[src/rtl/spi_reg_pkg.sv]
// spi_reg_pkg: shared types and helpers for the SPI register bridge.
//   state_t        - transaction state machine encoding
//   hdr_wr_bit     - header bit index of the WR flag
//   hdr_stream_bit - header bit index of the STREAM flag
//   addr_w         - register-address width (at least 1 bit)
package spi_reg_pkg;

  typedef enum logic [2:0] {
    ST_IDLE,
    ST_HDR,
    ST_WRT,
    ST_RD,
    ST_STRM,
    ST_DISC
  } state_t;

  function automatic int hdr_wr_bit(input int word_w);
    return word_w - 1;
  endfunction

  function automatic int hdr_stream_bit(input int word_w);
    return word_w - 2;
  endfunction

  function automatic int addr_w(input int num_regs);
    return (num_regs > 1) ? $clog2(num_regs) : 1;
  endfunction

endpackage

[src/rtl/spi_bit_engine.sv]
// spi_bit_engine: bit-level SPI slave datapath on synchronised pins.
//   clk_i, rst_ni - system clock, asynchronous active-low reset
//   sclk_i        - synchronised SCLK (CPOL=0)
//   mosi_i        - synchronised MOSI
//   cs_i          - synchronised chip select (active low)
//   tx_mode_i     - 1: MISO shifts out the tx register; 0: MISO echoes rx MSB
//   tx_load_i     - load tx register with tx_data_i this cycle
//   tx_data_i     - word to load into the tx register
//   miso_o        - SPI data out, updated on SCLK rising edges
//   word_done_o   - one-cycle strobe on the falling edge completing a word
//   rx_word_o     - received word, valid while word_done_o is high
//   cs_fall_o     - CS has just gone low (transaction start)
//   cs_rise_o     - CS has just gone high (transaction end)
module spi_bit_engine #(
  parameter int WORD_W = 8
) (
  input  logic              clk_i,
  input  logic              rst_ni,
  input  logic              sclk_i,
  input  logic              mosi_i,
  input  logic              cs_i,
  input  logic              tx_mode_i,
  input  logic              tx_load_i,
  input  logic [WORD_W-1:0] tx_data_i,
  output logic              miso_o,
  output logic              word_done_o,
  output logic [WORD_W-1:0] rx_word_o,
  output logic              cs_fall_o,
  output logic              cs_rise_o
);

  localparam int CW = $clog2(WORD_W);

  logic              sclk_q;
  logic              cs_q;
  logic [CW-1:0]     bit_cnt;
  logic [WORD_W-1:0] rx_sh;
  logic [WORD_W-1:0] tx_sh;
  logic              sclk_rise;
  logic              sclk_fall;
  logic              last_bit;

  // Edges are gated with the previous CS sample, so a falling SCLK edge that
  // lands in the same cycle as CS rising still counts and can finish a word.
  assign sclk_rise = ~cs_q & ~sclk_q &  sclk_i;
  assign sclk_fall = ~cs_q &  sclk_q & ~sclk_i;
  assign cs_fall_o =  cs_q & ~cs_i;
  assign cs_rise_o = ~cs_q &  cs_i;

  assign last_bit    = (bit_cnt == CW'(WORD_W - 1));
  assign rx_word_o   = {rx_sh[WORD_W-2:0], mosi_i};
  assign word_done_o = sclk_fall & last_bit;

  always_ff @(posedge clk_i or negedge rst_ni) begin
    if (!rst_ni) begin
      sclk_q  <= 1'b0;
      cs_q    <= 1'b1;
      bit_cnt <= '0;
      rx_sh   <= '0;
      tx_sh   <= '0;
      miso_o  <= 1'b0;
    end else begin
      sclk_q <= sclk_i;
      cs_q   <= cs_i;

      if (sclk_fall) begin
        rx_sh   <= rx_word_o;
        bit_cnt <= last_bit ? '0 : bit_cnt + 1'b1;
      end

      if (sclk_rise) begin
        if (tx_mode_i) begin
          miso_o <= tx_sh[WORD_W-1];
          tx_sh  <= {tx_sh[WORD_W-2:0], 1'b0};
        end else begin
          // The rx register is WORD_W deep, so its MSB replays the previous
          // word one word late; cleared at CS fall, it gives zeros during
          // the header.
          miso_o <= rx_sh[WORD_W-1];
        end
      end

      if (tx_load_i) begin
        tx_sh <= tx_data_i;
      end

      // Any CS edge drops a partial word and restarts the bit framing.
      if (cs_fall_o || cs_rise_o) begin
        bit_cnt <= '0;
        rx_sh   <= '0;
        tx_sh   <= '0;
        miso_o  <= 1'b0;
      end
    end
  end

endmodule

[src/rtl/synchronizer.sv]
// synchronizer: FF_COUNT-stage flip-flop chain for an asynchronous input.
//   clk_i   - destination clock
//   rst_ni  - asynchronous active-low reset (chain loads RESET_VAL)
//   d_i     - asynchronous input
//   q_o     - synchronised output
module synchronizer #(
  parameter int   FF_COUNT  = 2,
  parameter logic RESET_VAL = 1'b0
) (
  input  logic clk_i,
  input  logic rst_ni,
  input  logic d_i,
  output logic q_o
);

  logic [FF_COUNT-1:0] chain;

  always_ff @(posedge clk_i or negedge rst_ni) begin
    if (!rst_ni) begin
      chain <= {FF_COUNT{RESET_VAL}};
    end else begin
      chain <= {chain[FF_COUNT-2:0], d_i};
    end
  end

  assign q_o = chain[FF_COUNT-1];

endmodule

[src/rtl/spi_reg_bridge.sv]
// spi_reg_bridge: SPI slave front end for the shader core. Each transaction
// starts with a header word {WR, STREAM, ADDR} that selects register write
// (auto-increment), register read-back (auto-increment) or instruction stream.
//   clk_i, rst_ni        - system clock, asynchronous active-low reset
//   spi_sclk_i/mosi_i/cs_i - asynchronous SPI pins (CPOL=0, CS active low)
//   spi_miso_o           - SPI data out
//   regs_o               - packed register bank, reg n at [n*WORD_W +: WORD_W]
//   reg_wr_o             - one-cycle pulse per register write
//   reg_wr_addr_o        - register index of that write
//   stream_data_o        - last received stream word
//   stream_valid_o       - one-cycle pulse per stream word
//   bad_addr_o           - one-cycle pulse on a header with ADDR >= NUM_REGS
//   busy_o               - synchronised chip select is low
// Pulses are combinational with word completion; regs_o and stream_data_o
// take the new value on the following cycle.
module spi_reg_bridge
  import spi_reg_pkg::*;
#(
  parameter int                           WORD_W      = 8,
  parameter int                           NUM_REGS    = 4,
  parameter logic [NUM_REGS*WORD_W-1:0]   REG_DEFAULT = '0
) (
  input  logic                            clk_i,
  input  logic                            rst_ni,
  input  logic                            spi_sclk_i,
  input  logic                            spi_mosi_i,
  input  logic                            spi_cs_i,
  output logic                            spi_miso_o,
  output logic [NUM_REGS*WORD_W-1:0]      regs_o,
  output logic                            reg_wr_o,
  output logic [addr_w(NUM_REGS)-1:0]     reg_wr_addr_o,
  output logic [WORD_W-1:0]               stream_data_o,
  output logic                            stream_valid_o,
  output logic                            bad_addr_o,
  output logic                            busy_o
);

  localparam int AW         = addr_w(NUM_REGS);
  localparam int WR_BIT     = hdr_wr_bit(WORD_W);
  localparam int STREAM_BIT = hdr_stream_bit(WORD_W);
  localparam int FW         = WORD_W - 2;

  logic sclk_s, mosi_s, cs_s;

  synchronizer #(.FF_COUNT(2), .RESET_VAL(1'b0)) u_sync_sclk (
    .clk_i (clk_i), .rst_ni (rst_ni), .d_i (spi_sclk_i), .q_o (sclk_s)
  );
  synchronizer #(.FF_COUNT(2), .RESET_VAL(1'b0)) u_sync_mosi (
    .clk_i (clk_i), .rst_ni (rst_ni), .d_i (spi_mosi_i), .q_o (mosi_s)
  );
  // CS resets to its idle (high) level so reset never looks like a CS fall.
  synchronizer #(.FF_COUNT(2), .RESET_VAL(1'b1)) u_sync_cs (
    .clk_i (clk_i), .rst_ni (rst_ni), .d_i (spi_cs_i), .q_o (cs_s)
  );

  logic              word_done;
  logic [WORD_W-1:0] rx_word;
  logic              cs_fall;
  logic              cs_rise;
  logic              tx_load;
  logic [WORD_W-1:0] tx_data;
  logic              tx_mode;

  state_t            state, state_n;
  logic [AW-1:0]     ptr, ptr_n;
  logic [FW-1:0]     hdr_addr;
  logic              hdr_in_range;

  spi_bit_engine #(.WORD_W(WORD_W)) u_engine (
    .clk_i       (clk_i),
    .rst_ni      (rst_ni),
    .sclk_i      (sclk_s),
    .mosi_i      (mosi_s),
    .cs_i        (cs_s),
    .tx_mode_i   (tx_mode),
    .tx_load_i   (tx_load),
    .tx_data_i   (tx_data),
    .miso_o      (spi_miso_o),
    .word_done_o (word_done),
    .rx_word_o   (rx_word),
    .cs_fall_o   (cs_fall),
    .cs_rise_o   (cs_rise)
  );

  assign busy_o        = ~cs_s;
  assign tx_mode       = (state == ST_RD);
  assign reg_wr_addr_o = ptr;
  assign hdr_addr      = rx_word[FW-1:0];
  assign hdr_in_range  = ({1'b0, hdr_addr} < (FW + 1)'(NUM_REGS));

  function automatic logic [AW-1:0] wrap_inc(input logic [AW-1:0] p);
    if (p == AW'(NUM_REGS - 1)) return '0;
    return p + 1'b1;
  endfunction

  function automatic logic [WORD_W-1:0] reg_at(input logic [AW-1:0] idx,
                                                input logic [NUM_REGS*WORD_W-1:0] bank);
    return bank[idx*WORD_W +: WORD_W];
  endfunction

  always_comb begin
    state_n        = state;
    ptr_n          = ptr;
    reg_wr_o       = 1'b0;
    stream_valid_o = 1'b0;
    bad_addr_o     = 1'b0;
    tx_load        = 1'b0;
    tx_data        = '0;

    case (state)
      ST_IDLE: begin
        if (cs_fall) state_n = ST_HDR;
      end
      ST_HDR: begin
        if (word_done) begin
          if (rx_word[STREAM_BIT]) begin
            state_n = ST_STRM;
          end else if (!hdr_in_range) begin
            bad_addr_o = 1'b1;
            state_n    = ST_DISC;
          end else begin
            ptr_n = hdr_addr[AW-1:0];
            if (rx_word[WR_BIT]) begin
              state_n = ST_WRT;
            end else begin
              tx_load = 1'b1;
              tx_data = reg_at(hdr_addr[AW-1:0], regs_o);
              state_n = ST_RD;
            end
          end
        end
      end
      ST_WRT: begin
        if (word_done) begin
          reg_wr_o = 1'b1;
          ptr_n    = wrap_inc(ptr);
        end
      end
      ST_RD: begin
        if (word_done) begin
          ptr_n   = wrap_inc(ptr);
          tx_load = 1'b1;
          tx_data = reg_at(wrap_inc(ptr), regs_o);
        end
      end
      ST_STRM: begin
        if (word_done) stream_valid_o = 1'b1;
      end
      ST_DISC: begin
        state_n = ST_DISC;
      end
      default: begin
        state_n = ST_IDLE;
      end
    endcase

    // A word finishing in the CS-rise cycle is still acted on above.
    if (cs_rise) state_n = ST_IDLE;
  end

  always_ff @(posedge clk_i or negedge rst_ni) begin
    if (!rst_ni) begin
      state <= ST_IDLE;
      ptr   <= '0;
    end else begin
      state <= state_n;
      ptr   <= ptr_n;
    end
  end

  always_ff @(posedge clk_i or negedge rst_ni) begin
    if (!rst_ni) begin
      regs_o        <= REG_DEFAULT;
      stream_data_o <= '0;
    end else begin
      if (reg_wr_o) regs_o[ptr*WORD_W +: WORD_W] <= rx_word;
      if (stream_valid_o) stream_data_o <= rx_word;
    end
  end

endmodule
[config.mk]
export PLATFORM = sky130hd
export DESIGN_NAME = spi_reg_bridge
export DESIGN_NICKNAME = d
export VERILOG_FILES = /design/src/rtl/spi_reg_pkg.sv /design/src/rtl/spi_bit_engine.sv /design/src/rtl/synchronizer.sv /design/src/rtl/spi_reg_bridge.sv
export SDC_FILE = /design/constraint.sdc
export NUM_CORES = 1
export LEC_CHECK = 0
export BUFFER_PORTS_ARGS = -buffer_cell sky130_fd_sc_hd__buf_2
export CELL_PAD_IN_SITES_DETAIL_PLACEMENT = 1
export CELL_PAD_IN_SITES_GLOBAL_PLACEMENT = 2
export CORE_ASPECT_RATIO = 0.6
export CORE_MARGIN = 10
export CORE_UTILIZATION = 34
export CTS_CLUSTER_SIZE = 14
export DETAILED_ROUTE_END_ITERATION = 16
export GPL_ROUTABILITY_DRIVEN = 0
export PLACE_DENSITY = 0.8
export SETUP_SLACK_MARGIN = 0.4
export SLEW_MARGIN = 20
export SYNTH_ARGS = -nofsm -noshare
export SYNTH_HDL_FRONTEND = slang
export SYNTH_HIERARCHICAL = 1
export SYNTH_SLANG_ARGS = --single-unit
[constraint.sdc]
create_clock -name clk_i -period 2.5 [get_ports clk_i]
set_input_delay 0.5 -clock clk_i [delete_from_list [all_inputs] [get_ports clk_i]]
set_output_delay 0.5 -clock clk_i [all_outputs]
set_load 0.01 [all_outputs]
==> results of run 1 <==
[final timing paths]
path,end,cells after the start
setup / recovery,u_engine/tx_sh[4],10
hold / removal,u_engine/bit_cnt[1],1
setup reg to reg,u_engine/tx_sh[4],10
hold reg to reg,u_sync_mosi/chain[1],0
max in group asynchronous,u_engine/cs_q,2
min in group clk_i,u_sync_cs/chain[0],1
[kinds of logic (layout without fill, tap and decap cells)]
family	after synthesis	count (layout)	synth area share, %
AND/OR/NAND/NOR	83	83	14.0
AO/OA/AOI/OAI	79	79	14.8
multiplexers	43	43	13.5
buffers and inverters	91	151	9.71
flip-flops	73	73	44.9
adder cells (fa/ha/maj)	10	10	3.07
[repair_timing]
action,4_1_cts,5_1_grt
cloned,0,0
setup buffers,5,3
endpoints found under the setup margin,56,54
pin swaps,6,0
resized for setup,17,11
[layout make-up]
cell class | count | area [sq um]
well taps | 160 | 200
clock buffers | 10 | 229
fillers | 1276 | 6440
inverters | 49 | 184
repair buffers | 86 | 566
multi-input cells | 215 | 1970
clock inverters | 6 | 66.3
flip-flops and latches | 73 | 1830
[where the power goes]
group / switching (mW) / internal [mW]
clock: 0.521 / 0.776
combinational: 0.0695 / 0.0406
sequential: 0.0146 / 1.20
[state kept, by name, summed over array words and instances, names as in the netlist]
name               cells
u_engine/rx_sh         8
u_engine/bit_cnt       3
regs_o                32
u_engine/cs_q          1
u_sync_sclk/chain      2
state                  3
u_sync_mosi/chain      2
u_engine/miso_o        1
u_sync_cs/chain        2
reg_wr_addr_o          2
u_engine/tx_sh         8
stream_data_o          8
u_engine/sclk_q        1
[critical path, stage by stage, from the launching register on]
cell and delay, ns:
dfrtp_1 0.35, ha_2 0.20, ha_4 0.14, and2_4 0.16
nand4bb_1 0.16, or4_4 0.52, buf_12 0.18, o221ai_4 0.20
mux2i_1 0.10, nor2b_1 0.12, mux2_2 0.15
[placed cells by master, fill, tap and decap left out, drive strengths merged, types with 2 or more instances in the layout]
cell / Yosys / routed
ha: 10 / 10
dfstp: 3 / 3
nor4bb: 2 / 2
buf: 15 / 86
o211ai: 10 / 10
a22o: 11 / 11
clkbuf: 27 / 10
nor3: 3 / 3
nand4: 32 / 32
and2: 6 / 6
o221ai: 9 / 9
o21a: 8 / 8
nor3b: 13 / 13
dfrtp: 70 / 70
or4: 2 / 2
inv: 49 / 50
a21oi: 2 / 2
o21ai: 32 / 32
nand2: 5 / 5
mux2: 15 / 15
nand2b: 3 / 3
mux2i: 20 / 20
mux4: 8 / 8
nor2: 3 / 3
clkinv: 0 / 4
nor2b: 9 / 9
[layer usage]
layer / GRT usage (%) / routed length [um]
met5: 0 / 0
met3: 5.09 / 1080
met1: 22.7 / 6230
met4: 2.72 / 88
met2: 20.9 / 5430
[per-stage QoR]
stage / total power [mW] / hold WS (ns) / area (sq um)
finish: 2.62 / 0.108 / 5040
detailed placement: 1.34 / 0.336 / 4570
floorplan: 1.29 / 0.204 / 4100
global placement: 1.33 / 0.335 / 4570
global route: 2.72 / 0.128 / 5040
CTS: 2.65 / 0.109 / 4990
==> key figures, run 1 <==
Worst setup path
  – Critical path required time: approximately 2.8 ns
  – R2r setup slk: ~0.15 ns
  – Reg2reg start: u_engine/bit_cnt[1]
  – Critical Path Fanout Max: 8
  – Worst setup EP type: register
  – CP Data Arrival Time: about 2.6 ns
  – Crit path kind: reg -> reg
  – CP Launch Type: register
  – Critical Path Start: u_engine/bit_cnt[1]

Logic synthesis
  – Net Count, Synth: ~390
  – Count leader, synth: dfrtp_1
  – Mapped Cells: 379
  – Ys async rst share: between 90% and 100%
  – Area leader, netlist: dfrtp_1
  – Seq/Total Area, Yosys: 44.9%
  – Share of the synthesized area in the top cell type: 43.0%
  – Top cells by count, synth: 70 x dfrtp_1, 49 x inv_1, 32 x nand4_1
  – Synthesized area: just over 0.004 sq mm
  – Post-synth cell types: 49
  – Post-synth EDFFs: 0
  – Post-synthesis register bit count: 73
  – Synth warnings: 6
  – Average size of a mapped cell: about 11 sq um
  – Post-synth top flop: dfrtp_1
  – Synth area leaders: dfrtp_1 43%, mux2i_1 4.9%, nand4_1 4.9%

Clock network
  – CTS Hold Bufs: 0
  – CTS Buffer Depth: 2
  – CTS H-tree depth: 3
  – Sink Count: 73
  – Worst-Skew Late Latency: 0.34 ns
  – TritonCTS clock tree: yes
  – Num CTS Buffers: 9
  – Root Driver: clkbuf_16
  – Clk slew on worst S/H paths: approximately 0.060 ns

STA
  – Hold Vio Cnt, Final: 0
  – Final Cycle Share: between 90% and 100%
  – Setup_tns: 0 ns
  – Max Slew Vio Count: 0
  – Worst-Margin Slew: 0.736 ns
  – Tmin final: roughly 2.3 ns
  – Setup violators final: 0
  – Clock Skews: ~0.012 ns
  – PnR worst setup slack: between 0.15 and 0.2 ns
  – Relative slew slack: around half
  – FMAX: approximately 430 MHz
  – Unrepaired setup endpoints after global routing: true

Layout
  – Layout cells sized above 1: 35.5%
  – Ant diodes: 0
  – Final nets: around 450
  – Non-Filler Instances: about 600
  – Final core occ: a little over two fifths
  – Syn-to-layout area delta: 23.9%

Global route
  – Pin count of the biggest net entering global routing: 56
  – Initial antenna violation count: 0
  – Global-route wire length before repair: 20.4 mm
  – GRT Residual Overflow: 0
  – Via count of the first global-routing pass: around 3300
  – GRT Overall Usage: 15.3%

Floorplan
  – Die span in y: 105 um
  – Die width: about 160 um
  – Cell Rows: 30
  – Die area: about 0.017 sq mm
  – Initial core utilization: between 30% and 40%
  – Core area: 0.0115 sq mm
  – Ports: 52

Placed design
  – Post-place setup slack: -0.00514 ns
  – IO buf count: between 50 and 60
  – Dpl cells: between 500 and 600
  – DP HPWL: roughly 9.3 mm

Drt
  – Residual DRC: 0
  – Via count: around 3200
  – Drt first pass iters: 4
  – Vias per cell: between 5 and 6
  – Final ANT Viol Nets: 0
  – DR iter-0 viols: around 260
  – Total wire length: approximately 13 mm
  – Routed len/inst: 21.4 um

Min path
  – Hold Crit Class: in -> async

Pwr
  – Power density cells: between 500 and 600 mW/mm^2
  – Worst VDD drop: ~280 uV
  – Leakage: about 2.3 nW

Outcome
  – Status: finished clean

Job
  – Max_cap viols: 0
Power figures use the tool's default switching activity.
==> inputs of run 2 (changes only) <==
--- a/config.mk
+++ b/config.mk
@@ -5,16 +5,17 @@
 export SDC_FILE = /design/constraint.sdc
 export NUM_CORES = 1
 export LEC_CHECK = 0
+export ABC_AREA = 1
 export BUFFER_PORTS_ARGS = -buffer_cell sky130_fd_sc_hd__buf_2
 export CELL_PAD_IN_SITES_DETAIL_PLACEMENT = 1
 export CELL_PAD_IN_SITES_GLOBAL_PLACEMENT = 2
 export CORE_ASPECT_RATIO = 0.6
 export CORE_MARGIN = 10
-export CORE_UTILIZATION = 34
+export CORE_UTILIZATION = 31
 export CTS_CLUSTER_SIZE = 14
 export DETAILED_ROUTE_END_ITERATION = 16
 export GPL_ROUTABILITY_DRIVEN = 0
-export PLACE_DENSITY = 0.8
+export PLACE_DENSITY = 0.81
 export SETUP_SLACK_MARGIN = 0.4
 export SLEW_MARGIN = 20
 export SYNTH_ARGS = -nofsm -noshare
==> run 2 against run 1 <==
Via count rose by 23%. Die area rose by 12%. Fmax rose by 4.9%. Clock skew fell by 0.0048 ns. Largest cell class unchanged. Highest routed layer unchanged.
==> key figures, run 2 <==
Floorplan
  – Initial core utilization: 32.3% (-3.2 points)
  – Die width: 171 um (+5.8%)
  – Core area: 0.0131 sq mm (+14%)
  – Die area: 0.0189 sq mm (+12%)
  – Die span in y: 110 um (+5.4%)
  – Ports: 52 (unchanged)
  – Cell Rows: 32 (+6.7%)

Layout
  – Layout cells sized above 1: 26.8% (-8.7 points)
  – Ant diodes: 0 (unchanged)
  – Commonest non-fill, non-tap cells in the layout: 156 x nand2_1, 69 x dfrtp_1, 65 x nand3_1, 47 x buf_2, 45 x o21ai_0
  – Register cell area after layout: 0.00183 sq mm (about the same)
  – Non-Filler Instances: 778 (+30%)
  – Largest register by flop count: regs_o
  – Largest register FFs: 32 (unchanged)
  – Syn-to-layout area delta: 22.1%
  – Commonest non-fill, non-tap cell in the layout: nand2_1
  – Fill count: 1596 (+25%)
  – Final nets: 618 (+38%)
  – Multi-input gate area: 0.00208 sq mm (+5.7%)

STA
  – Hold Vio Cnt, Final: 0 (unchanged)
  – Tmin final: 2.24 ns (-0.110 ns)
  – Setup violators final: 0 (unchanged)
  – Final Cycle Share: 89.6% (-4.4 points)
  – Min Hold Slack: 0.149 ns (+0.0409 ns)
  – Clock Skews: 0.00738 ns (-0.00477 ns)
  – Worst-Margin Slew: 0.748 ns (+0.0122 ns)
  – Setup_tns: 0 ns (unchanged)
  – Relative slew slack: 50.1% (-0.81 points)
  – Unrepaired setup endpoints after global routing: true
  – FMAX: 447 MHz (+4.9%)
  – Max Slew Vio Count: 0 (unchanged)

Global route
  – Initial antenna violation count: 0 (unchanged)
  – Via count of the first global-routing pass: 4090 (+23%)
  – Global-route wire length before repair: 22.3 mm (+9.6%)
  – Pin count of the biggest net entering global routing: 40 (-29%)
  – GRT Overall Usage: 14.6% (-0.71 points)
  – GRT Residual Overflow: 0 (unchanged)

Logic synthesis
  – Seq/Total Area, Yosys: 43.3% (-1.6 points)
  – Average size of a mapped cell: 7.75 sq um (-28%)
  – Post-synthesis register bit count: 73 (unchanged)
  – Post-synth top flop: dfrtp_1
  – Share of the synthesized area in the top cell type: 41.5% (-1.6 points)
  – Combinational family with the most area after synthesis: simple AND/OR/NAND/NOR gates
  – Top cells by count, synth: 159 x nand2_1, 70 x dfrtp_1, 66 x nand3_1
  – Compound-Gate Fraction of Synth Area: 14.7% (-0.091 points)
  – Ys async rst share: 100% (unchanged)
  – Post-synthesis simple-gate area fraction: 29.1% (+15 points)
  – Area leader, netlist: dfrtp_1
  – Synth warnings: 6 (unchanged)
  – Multiplexer area fraction after synthesis: 0% (-13 points)
  – Count leader, synth: nand2_1
  – Mapped Cells: 545 (+44%)
  – Net Count, Synth: 560 (+42%)
  – Post-synth cell types: 28 (-43%)
  – Post-synth EDFFs: 0 (unchanged)
  – Synth Area in Adders: 2.96% (-0.11 points)
  – Area share of xor/xnor cells in the synthesized design: 0% (unchanged)
  – Synthesized area: 0.00423 sq mm (+3.7%)
  – Synth area leaders: dfrtp_1 41%, nand2_1 14%, nand3_1 7.8%

Placed design
  – IO buf count: 51 (unchanged)
  – DP HPWL: 9.84 mm (+5.4%)
  – Dpl cells: 742 (+29%)

Pwr
  – Int Power: 2.20 mW (+9.5%)
  – Switching Share: 26.2% (+3.1 points)
  – Power density cells: 579 mW/mm^2 (+12%)
  – Clock power share: 47.3% (-2.3 points)
  – Leakage: 2.65 nW (+15%)
  – Net switching power: 0.782 mW (+29%)
  – Sequential Power Share: 41.6% (-4.6 points)
  – Worst VDD drop: 315 uV (+13%)
  – Comb pwr share: 11.1% (+6.9 points)

Drt
  – Final ANT Viol Nets: 0 (unchanged)
  – Residual DRC: 0 (unchanged)
  – Via count: 3974 (+23%)
  – Total wire length: 13.8 mm (+7.6%)
  – Drt first pass iters: 5 (+1)
  – DR iter-0 viols: 248 (-4.2%)
  – Vias per cell: 5.11 (-4.9%)
  – Routed len/inst: 17.8 um (-17%)

Worst setup path
  – Critical Path Fanout Max: 2 (-6)
  – Reg2reg path depth: 16 (+6)
  – Critical path required time: 2.00 ns (-0.77 ns)
  – CP Launch Type: register
  – Worst setup EP type: output port
  – Crit path kind: reg -> out
  – CP Data Arrival Time: 1.74 ns (-0.88 ns)

Outcome
  – Status: finished clean

Clock network
  – CTS Buffer Depth: 2 (unchanged)
  – CTS H-tree depth: 3 (unchanged)
  – Num CTS Buffers: 9 (unchanged)
  – Root Driver: clkbuf_16
  – Sink Count: 73 (unchanged)
  – Clk slew on worst S/H paths: 0.06 ns (about the same)
  – CTS Hold Bufs: 0 (unchanged)
  – TritonCTS clock tree: yes
  – Worst-Skew Late Latency: 0.33 ns (about the same)

Min path
  – Hold Crit Class: in -> async

Job
  – Max_cap viols: 0 (unchanged)
run 2: routing by layer:
metal  track usage (%)  vias to the layer above  part of all wire (%)
met5                 0                        -                     0
met1              20.6                     1976                    48
met2              21.5                      108                    44
met3              4.12                       15                   7.4
li1                  -                     1875                     -
met4              3.13                        0                  0.77
run 2: cells by family (layout without fill, tap and decap cells):
logic type / after synthesis / after routing
buffers and inverters: 84 / 146
AND/OR/NAND/NOR: 276 / 277
flip-flops: 73 / 73
adder cells (fa/ha/maj): 10 / 10
AO/OA/AOI/OAI: 102 / 102
run 2: through the flow:
stage               instance area [sq um]  util (%)  power [mW]  worst slack (ns)
floorplan                            4230         -        1.47             0.460
global placement                     4570      34.9        1.55             0.348
detailed placement                   4570      34.9        1.56             0.291
CTS                                  4980      38.0        2.99             0.323
global route                         5160      39.4        3.11             0.158
finish                               5160      39.4        2.99             0.260
run 2: worst max-delay path, stage by stage, from the launching register on:
cell and delay [ns]:
dfrtp_1 0.36, ha_2 0.20, ha_4 0.13, inv_2 0.04, nor2_4 0.10, inv_2 0.06, nor2_4 0.16, nand3_4 0.11
nor2_4 0.14, buf_6 0.11
run 2: final cells by class:
cell class	count	area share, %
clock buffer	12	4.78
clock inverter	4	1.48
sequential	73	35.5
timing repair buffer	80	9.97
tap	170	4.12
inverter	50	3.83
multi-input combinational	389	40.3
run 2: final timing paths:
kind                                      startpoint                    to  slack (ns)
worst min register to register  u_sync_sclk/chain[0]  u_sync_sclk/chain[1]        0.35
worst max register to register   u_engine/bit_cnt[0]     u_engine/tx_sh[3]        0.39
max in group asynchronous                     rst_ni     u_engine/tx_sh[5]        1.76
worst max-delay path             u_engine/bit_cnt[0]            bad_addr_o        0.26
worst min-delay path                          rst_ni      stream_data_o[4]        0.15
min in group clk_i                          spi_cs_i    u_sync_cs/chain[0]        0.27
run 2: power by group through the flow:
stage / clock network, mW / logic, mW / registers [mW]
finish: 1.41 / 0.333 / 1.24
floorplan: 0 / 0.215 / 1.25
CTS: 1.43 / 0.316 / 1.24
global route: 1.49 / 0.374 / 1.24
detailed placement: 0 / 0.301 / 1.26
global placement: 0 / 0.284 / 1.26
run 2: repair_timing:
| action | 4_1_cts | 5_1_grt |
|---|---|---|
| gates resized for setup | 9 | 22 |
| setup endpoints to repair | 12 | 14 |
| buffers inserted | 7 | 12 |
| cloned | 0 | 1 |
| pin swaps | 3 | 16 |
| endpoints found under the hold margin | 0 | 0 |
